$ cat src/rtl/clk_div_sched.sv
// Programmable clock divider: produces clk_out at clk/N with glitch-free start, stop
// and ratio changes that only take effect on output-period boundaries.
module clk_div_sched #(
  parameter int W        = 8,
  parameter int DIV_INIT = 2
) (
  input  logic         clk,
  input  logic         rst,
  input  logic         en,
  input  logic         cfg_valid,
  input  logic [W-1:0] cfg_div,
  output logic         cfg_ready,
  output logic         cfg_err,
  output logic         clk_out,
  output logic         tick,
  output logic         busy,
  output logic [W-1:0] cur_div
);

  typedef enum logic {IDLE, RUN} state_t;

  state_t       state;
  logic [W-1:0] cnt;
  logic [W-1:0] pend;
  logic         pend_full;
  logic         accept;
  logic         wrap;
  logic [W:0]   cnt_nxt;
  logic [W:0]   high_len;

  // Ratios below 2 cannot produce a clock with both phases, so clamp them to 2.
  function automatic logic [W-1:0] coerce(input logic [W-1:0] d);
    return (d < W'(2)) ? W'(2) : d;
  endfunction

  always_comb begin
    accept   = cfg_valid && cfg_ready;
    wrap     = (cnt == cur_div - W'(1));
    cnt_nxt  = {1'b0, cnt} + (W+1)'(1);
    high_len = {1'b0, cur_div} - {2'b00, cur_div[W-1:1]};
  end

  always_ff @(posedge clk) begin
    if (accept && state == RUN)
      pend <= coerce(cfg_div);
  end

  always_ff @(posedge clk or posedge rst) begin
    if (rst) begin
      state     <= IDLE;
      cnt       <= '0;
      cur_div   <= W'(DIV_INIT);
      pend_full <= 1'b0;
      cfg_ready <= 1'b1;
      cfg_err   <= 1'b0;
      clk_out   <= 1'b0;
      tick      <= 1'b0;
      busy      <= 1'b0;
    end else begin
      cfg_err <= accept && (cfg_div < W'(2));
      tick    <= 1'b0;
      case (state)
        IDLE: begin
          // A ratio parked by a config taken on the stopping wrap lands here.
          if (pend_full) begin
            cur_div   <= pend;
            pend_full <= 1'b0;
            cfg_ready <= 1'b1;
          end else if (accept) begin
            cur_div <= coerce(cfg_div);
          end
          if (en) begin
            state   <= RUN;
            cnt     <= '0;
            clk_out <= 1'b1;
            tick    <= 1'b1;
            busy    <= 1'b1;
          end
        end
        RUN: begin
          if (wrap) begin
            if (pend_full) begin
              cur_div   <= pend;
              pend_full <= 1'b0;
              cfg_ready <= 1'b1;
            end
            cnt <= '0;
            if (en) begin
              clk_out <= 1'b1;
              tick    <= 1'b1;
            end else begin
              state   <= IDLE;
              clk_out <= 1'b0;
              busy    <= 1'b0;
            end
          end else begin
            cnt     <= cnt + W'(1);
            clk_out <= (cnt_nxt < high_len);
          end
          // cfg_ready is low whenever the slot is full, so this never collides with the apply above.
          if (accept) begin
            pend_full <= 1'b1;
            cfg_ready <= 1'b0;
          end
        end
        default: state <= IDLE;
      endcase
    end
  end

endmodule

$ cat config.mk
export PLATFORM = sky130hd
export DESIGN_NAME = clk_div_sched
export DESIGN_NICKNAME = d
export VERILOG_FILES = /design/src/rtl/clk_div_sched.sv
export SDC_FILE = /design/constraint.sdc
export NUM_CORES = 1
export LEC_CHECK = 0
export ABC_AREA = 1
export CORE_ASPECT_RATIO = 1.1
export CORE_MARGIN = 8
export CORE_UTILIZATION = 27
export CTS_CLUSTER_DIAMETER = 30
export DETAILED_ROUTE_END_ITERATION = 12
export GPL_TIMING_DRIVEN = 0
export HOLD_SLACK_MARGIN = 0.05
export SLEW_MARGIN = 25
export SYNTH_ARGS = -nofsm -noshare
export SYNTH_HDL_FRONTEND = slang
export SYNTH_SLANG_ARGS = --single-unit
$ cat constraint.sdc
create_clock -name clk -period 2.6 [get_ports clk]
set_input_delay 0.65 -clock clk [delete_from_list [all_inputs] [get_ports clk]]
set_output_delay 0.65 -clock clk [all_outputs]
set_load 0.03 [all_outputs]
Yosys cells after proc, flatten, opt, wreduce, memory -nomap -nowiden
Cells that the tools add are included.

storage, ports and cells
  bits in registers = 31
  bits in latches = 0
  bits in writable memories = 0
  bits in read-only memories = 0
  bits of input ports = 12
  logic and storage cells = 56
  memories = 0

operators by class
  $add $sub $neg = 4
  multipliers = 0
  div/mod/pow operators = 0
  $lt $le $gt $ge = 2
  equal/unequal tests = 7
  shifts and indexed selects = 0
  multiplexer cells = 27
  bitwise gates (word level) = 1
  reduce and logical (&&, ||, !) cells = 5

operator list
  cell                                                        count
  2-to-1 mux 8 bit                                            7
  case mux 8 bit (2 select lines)                             2
  2-to-1 mux 1 bit                                            12
  case mux 1 bit (2 select lines)                             6
  adder 8 x 1 -> 9 bit, second input constant                 1
  less-than comparator 9 bit                                  1
  subtractor 8 x 7 -> 9 bit                                   1
  adder 8 x 1 -> 8 bit, second input constant                 1
  == test 8 bit                                               1
  less-than comparator 8 x 2 -> 1 bit, second input constant  1
  subtractor 8 x 1 -> 8 bit, second input constant            1
  AND reduction 3 bit                                         2
  inequality test 2 x 1 -> 1 bit, second input constant       2
  inequality test 2 bit, second input constant                2
  logical AND 1 bit                                           3
  inequality test 3 x 1 -> 1 bit, second input constant       1
  inequality test 3 bit, second input constant                1
  NOT 1 bit                                                   1

Depth between registers and ports, before layout
Gate-level depths: netlist of the first run.

  word-level depth = 5
  depth in mapped cells = 18
  depth with buffers taken out = 18

Worst setup path before layout of the first run
Ideal clock, no wire load.

  path type = reg-to-reg
  start point = reg cur_div[0]
  end point = reg clk_out
  data arrival time = 2567 ps
  data required time = 2535 ps
  slack = -32 ps
  cell stages (with the launch flop) = 17
  path buffers = 0
  cells stage by stage = dfrtp_1 inv_2 ha_1 fa_1 o21ai_0 nand2_1 nand2_1 nand2_1 a21oi_1 nor2_1 xor2_1 ha_1 a21oi_1 nand2_1 nand2_1 nand3_1 nand2_1

on the way
  longest elaborated chain between the ends = 4
  elaborated cells on any way between the ends = 6

ends and longest elaborated chain
  what                                                                           RTL line  RTL
  from (decl)                                                                    17        output logic [W-1:0] cur_div
  from (signal assigned)                                                         52        cur_div <= W'(DIV_INIT);
  from (signal assigned)                                                         66        cur_div <= pend;
  from (signal assigned)                                                         70        cur_div <= coerce(cfg_div);
  subtractor 8 x 7 -> 9 bit / subtractor 8 x 1 -> 8 bit (equally long branches)  40, 38
  less-than comparator 9 bit / == test 8 bit (equally long branches)             98, 38
  2-to-1 mux 1 bit (*)                                                           81        if (wrap) begin
  case mux 1 bit (2 select lines) (*)                                            62        case (state)
  to (signal assigned)                                                           98        clk_out <= (cnt_nxt < high_len);
  to (decl)                                                                      14        output logic clk_out,

Mark *: on every way between the ends. The rest lies on a longest branch, timed or not.
A chain may end at the register's enable or synchronous reset.

Worst setup path in the final report of the first run
Same ends and word-level chain as after synthesis.

==> impl_results.md, run 1 <==
- CTS Buf Count: 5
- Vias in the first global route: 2,009
- DRC: 0
- Worst-path clk slew: 0.07 ns
- Hold endpoint: busy
- Leading area contributor after synthesis: dfrtp_1
- Gr ovfl total: 0
- Hold buffer count at CTS: 0
- Synth async-reset ratio: 74.2%
- Cell Area, Synth: 0.00235 sq mm
- Clk network pwr share: 11.2%
- Die X: 105 um
- Post-Syn Instances: 306
- Core Rows: 35
- Core area: 0.00841 sq mm
- DRT Pass-1 Iters: 5
- Area Overhead vs Synth: 22.7%
- Most common cell in the netlist: nand2_1
- Setup violations, final: 0
- MaxCap Viol Count: 0
- Clock latency on the worst-skew pair: 0.28 ns
- Crit. End Element: flop
- DRT Wirelength: 5220 um
- Crit share post-route: 95.5%
- Fin Hold WS: 0.491 ns
- Switching part of the total: 49.1%
- Drt via density: 4.44
- Final Max Tran Viols: 0
- CTS H-tree lvls: 2
- CP required: 2.82 ns
- Initial Util: 27.9%
- IO Port Bufs: 24
- Worst Setup SP: cur_div[0]
- Switching Power: 1.96 mW
- Slew at the pin with the worst max-slew slack: 0.867 ns
- Post-synth top area share: 22.4%
- Max Fanout on Critical Path: 4
- Hold_sp: busy
- CP Cell Sequence: inv_2, ha_2, fa_2, o21ai_2, nand2_1, nand2_1, nand2_1, a21oi_1, nor2_1, xor2_1, ha_1, a21oi_2, nand2_1, nand2_1, nand3_1, nand2_1
- Setup CP Type: reg -> reg
- Clk root buf: clkbuf_8
- Clk buf depth: 2
- Cell variety after synth: 32
- TritonCTS clock tree: yes
- Yosys warns: 0
- Power Density: 1390 mW/mm^2
- Startpoint Class: flop
- WL/cell: 11.6 um
- Via count: 2,005
- Initial antenna violation count: 0
- Syn_nets: 344
- Combinational fraction of design power: 66.4%
- Max-Slew Margin vs Limit: 42.1%
- P_int: 2.03 mW
- Diodes inserted: 0
- EDFF count, synth: 8
- Fmax: 0.403 GHz
- Final worst clock skew: 0.00958 ns
- Global-route wire length before repair: 9160 um
- Status: finished, final reports clean
- Main synth FF type: dfrtp_1
- Crit-path most repeated cell: nand2_1
- Layout cell share with drive strength beyond 1: 12.3%
- Largest net degree at the start of global routing: 24
- Flop pwr share: 22.4%
- Worst min path class: reg -> reg
- Largest registers: cnt: 8 flops, cur_div: 8 flops, pend: 8 flops
- VDD IR-drop max: 0.513 mV
- Reg2Reg Depth: 16
- FF+latch count, synth: 31
- Fin util: 34.3%
- Most frequent cells after synthesis: 84 x nand2_1, 44 x inv_1, 25 x ha_1
- R2r setup slk: 0.12 ns
- Hold path depth: 2
- Antenna-violating nets left: 0
- WP data arrival: 2.70 ns
- RR Startpoint: cur_div[0]
- Chip Height: 114 um
- RSZ-0062 raised after global routing: yes
- Total track usage: 9.15%
- Ranking of synthesized cells by area: dfrtp_1 22%, nand2_1 13%, ha_1 13%, edfxtp_1 10%, inv_1 7.0%
- IO Count: 25
- Overall die area: 0.0119 sq mm
- Cell with the largest stage delay on the worst path: fa_2
- Delay of the slowest cell on the worst path: 0.41 ns
- Pre-CTS setup slack: -0.149 ns
- RePlAce Congestion: 0.807
- Final hold viol count: 0
- PnR worst setup slack: 0.118 ns
- FF-to-FF End: clk_out
- Clock sink count: 31
- Layout net count: 378
- Post-layout min period: 2.48 ns
- Starting DRT DRC Count: 71
- Sequential fraction of the synthesis area: 34.9%
- Post-DP HPWL: 4270 um
- Leakage: 1.45 nW
- Post-synthesis area per instance: 7.67 sq um
[final cells by class]
type	instances	area, sq um
clock inverters	1	5.00
plain buffers	8	41.3
multi-input cells	219	1320
flip-flops and latches	31	821
inverters	48	180
well taps	111	139
clock buffers	7	108
repair buffers	27	263
fillers	910	5530
[worst max-delay path: cells and delay by family (launching register included)]
family          cells  cell delay (ns)
compound gates      3             0.37
xor+xnor            1             0.15
fa+ha+maj           3             0.92
buf+inv             1             0.06
flops               1             0.37
simple gates        8             0.56
[worst max-delay path by stage]
stage | end | slack [ns]
finish | clk_out | 0.12
global route | clk_out | -0.02
CTS | clk_out | 0.01
detailed placement | clk_out | -0.15
global placement | clk_out | -0.13
floorplan | clk_out | 0.03
[cells in the final DEF (no fill, tap or decap), types with 2 or more instances in the layout]
cell	synthesis	final
a21oi_1	7	6
buf_4	0	3
clkbuf_1	7	7
clkbuf_8	0	6
clkdlybuf4s50_1	0	24
dfrtp_1	21	19
dfrtp_2	0	2
dfstp_2	2	2
edfxtp_1	8	8
ha_1	25	24
inv_1	44	44
inv_2	4	4
mux2_2	7	7
nand2_1	84	84
nand2_2	5	5
nand3_1	24	24
nand4_1	4	4
nor2_1	22	22
nor2_2	2	2
o21ai_0	9	6
o21ai_2	1	3
o22ai_1	5	5
o31ai_1	2	2
xor2_1	11	11
[layer usage]
| metal | part of all wire (%) | track usage [%] | routed length [um] |
|---|---|---|---|
| met5 | 0 | 0 | 0 |
| met3 | 3.0 | 1.86 | 156 |
| met1 | 46 | 10.7 | 2420 |
| met4 | 0.44 | 2.29 | 23 |
| met2 | 50 | 16.6 | 2630 |
[through the flow]
stage	cell area [sq um]	TNS [ns]	total power, mW	instances
5_1_grt	2880	-0.0243	4.49	452
4_1_cts	2870	0	4.00	452
3_3_place_gp	2730	-0.134	3.41	441
3_5_place_dp	2730	-0.149	3.45	441
2_1_floorplan	2350	0	2.79	306
6_report	2880	0	3.99	452
[cells by family (layout without fill, tap and decap cells)]
group | after synthesis | count (layout) | share of synthesized area (%)
simple gates | 147 | 147 | 27.0
buf+inv | 56 | 91 | 9.43
flops | 31 | 31 | 34.9
compound gates | 27 | 27 | 6.72
fa+ha+maj | 26 | 26 | 14.2
xor+xnor | 12 | 12 | 4.48
mux | 7 | 7 | 3.36
[power groups by stage]
stage / clock network [mW] / logic [mW] / registers (mW)
global route: 0.485 / 3.09 / 0.918
global placement: 0 / 2.50 / 0.908
finish: 0.447 / 2.65 / 0.894
CTS: 0.461 / 2.65 / 0.889
floorplan: 0 / 1.77 / 1.02
detailed placement: 0 / 2.55 / 0.907
[what timing repair did]
item	4_1_cts	5_1_grt
setup buffers	3	0
resized for setup	4	5
pin swaps	1	2
endpoints found under the setup margin	1	1
Power figures use the tool's default switching activity.
==> run 2: changes to the inputs <==
==> constraint.sdc (replaced) <==
create_clock -name clk -period 2.2 [get_ports clk]
set_input_delay 0.55 -clock clk [delete_from_list [all_inputs] [get_ports clk]]
set_output_delay 0.55 -clock clk [all_outputs]
set_load 0.03 [all_outputs]
==> run 2 against run 1 <==
Compared with the run above:
- the run now ends with negative setup slack left
- clock skew fell by 0.0028 ns
- non-clock buffer count grew 4
- wire length up 5.1%
- critical path type unchanged
- critical endpoint unchanged
- largest cell class unchanged
==> impl_results.md, run 2 (synthesis results as in run 1) <==
- Layout net count: 382 (+1.1%)
- Antenna-violating nets left: 0 (unchanged)
- RePlAce Congestion: 0.839 (+4.0%)
- Global-route wire length before repair: 9750 um (+6.4%)
- Leading cell type in the layout, fill and taps excluded: nand2_1
- Core Rows: 35 (unchanged)
- Overall die area: 0.0119 sq mm (unchanged)
- Via count: 1,992 (-0.65%)
- Filler instances: 900 (-1.1%)
- IO Port Bufs: 24 (unchanged)
- Clock latency on the worst-skew pair: 0.28 ns (about the same)
- Multi-input combinational cell area: 0.00134 sq mm (+1.0%)
- PnR worst setup slack: -0.278 ns (-0.396 ns)
- Gr ovfl total: 0 (unchanged)
- Chip Height: 114 um (unchanged)
- Design area: 0.00293 sq mm (+1.6%)
- CP required: 2.42 ns (-0.40 ns)
- Fin util: 34.8% (+0.54 points)
- IO Count: 25 (unchanged)
- Setup CP Type: reg -> reg
- Initial Util: 27.9% (unchanged)
- Fin Hold WS: 0.494 ns (+0.00335 ns)
- WP data arrival: 2.70 ns (about the same)
- Slew at the pin with the worst max-slew slack: 0.872 ns (+0.00486 ns)
- Leakage: 1.46 nW (+1.1%)
- CTS Buf Count: 5 (unchanged)
- Initial antenna violation count: 0 (unchanged)
- Tot Pwr: 4.65 mW (+16%)
- Placed Instance Area: 0.00275 sq mm (+0.64%)
- Startpoint Class: flop
- MaxCap Viol Count: 0 (unchanged)
- Die X: 105 um (unchanged)
- Largest net degree at the start of global routing: 24 (unchanged)
- Power Density: 1590 mW/mm^2 (+15%)
- Final worst clock skew: 0.00676 ns (-0.00282 ns)
- Worst-path clk slew: 0.07 ns (about the same)
- Setup violations, final: 1 (+1)
- CTS H-tree lvls: 2 (unchanged)
- WL/cell: 12.0 um (+4.2%)
- Leading cell types in the layout, fill and taps excluded: 83 x nand2_1, 41 x inv_1, 24 x nand3_1, 24 x ha_1, 23 x clkdlybuf4s50_1
- Failing checks: negative setup slack
- Status: finished with violations
- Worst min path class: reg -> reg
- Max-Slew Margin vs Limit: 41.8% (-0.32 points)
- Total track usage: 9.88% (+0.73 points)
- Crit share post-route: 113% (+17 points)
- Final hold viol count: 0 (unchanged)
- Fmax: 0.404 GHz (+0.16%)
- Largest registers: cnt: 8 flops, cur_div: 8 flops, pend: 8 flops
- Non-Filler Instances: 456 (+0.88%)
- VDD IR-drop max: 0.750 mV (+46%)
- Post-layout min period: 2.48 ns (-0.00405 ns)
- Core area: 0.00841 sq mm (unchanged)
- Diodes inserted: 0 (unchanged)
- Hold buffer count at CTS: 0 (unchanged)
- Clk root buf: clkbuf_8
- Area Overhead vs Synth: 24.6%
- Clk buf depth: 2 (unchanged)
- Sequential cell area: 821 sq um (unchanged)
- Setup_tns: -0.278 ns (-0.278 ns)
- Placed Instances: 441 (unchanged)
- Layout cell share with drive strength beyond 1: 14.5% (+2.2 points)
- DRT Pass-1 Iters: 4 (-1)
- TritonCTS clock tree: yes
- Vias in the first global route: 2,185 (+8.8%)
- Max Fanout on Critical Path: 4 (unchanged)
- Drt via density: 4.37 (-1.5%)
- Clock sink count: 31 (unchanged)
- Crit. End Element: flop
- RSZ-0062 raised after global routing: yes
- DRC: 0 (unchanged)
- Post-DP HPWL: 4400 um (+3.0%)
- Starting DRT DRC Count: 107 (+51%)
- DRT Wirelength: 5490 um (+5.1%)
- Pre-CTS setup slack: -0.391 ns (-0.242 ns)
- Final Max Tran Viols: 0 (unchanged)
## run 2: path summary, 6_finish.rpt
check	cells past startpoint	slack [ns]	from	endpoint
max	16	-0.28	cur_div[0]	clk_out
min	2	0.49	busy	busy
max reg2reg	16	-0.28	cur_div[0]	clk_out
min reg2reg	2	0.49	busy	busy
max in group asynchronous	2	0.85	rst	cur_div[2]
min in group asynchronous	2	0.75	rst	cnt[5]
## run 2: what timing repair did
action                                  4_1_cts  5_1_grt
resized for setup                             5        4
endpoints found under the setup margin        1       20
endpoints found under the hold margin         0        0
buffers inserted                              2        4
cloned                                        0        1
## run 2: power breakdown
| part | switching [mW] | leakage (nW) | internal (mW) |
|---|---|---|---|
| logic | 1.87 | 1.07 | 1.27 |
| registers | 0.246 | 0.343 | 0.818 |
| clock network | 0.200 | 0.0482 | 0.252 |
| total | 2.32 | 1.46 | 2.34 |
## run 2: final cells by class
| type | instances | share of cell area (%) |
|---|---|---|
| multi-input combinational | 219 | 45.7 |
| buffer | 8 | 1.41 |
| tap | 111 | 4.75 |
| timing repair buffer | 31 | 10.6 |
| inverter | 48 | 6.37 |
| clock inverter | 1 | 0.171 |
| clock buffer | 7 | 2.95 |
| sequential | 31 | 28.1 |
## run 2: critical path, stage by stage, from the launching register on
cell     delay, ns
dfrtp_2       0.39
inv_4         0.06
ha_4          0.16
fa_2          0.41
o21ai_2       0.14
nand2_1       0.08
nand2_1       0.08
nand2_2       0.06
a21oi_2       0.14
nor2_2        0.06
xor2_1        0.14
ha_1          0.29
a21oi_1       0.13
nand2_1       0.08
nand2_1       0.07
nand3_1       0.08
nand2_1       0.07
## run 2: routing by layer
metal	part of all wire [%]	routed length [um]	vias to the layer above	track usage (%)
li1	-	-	1050	-
met1	46	2510	900	11.2
met2	51	2780	33	17.8
met3	2.2	119	9	1.86
met4	1.6	86	0	4.00
met5	0	0	-	0
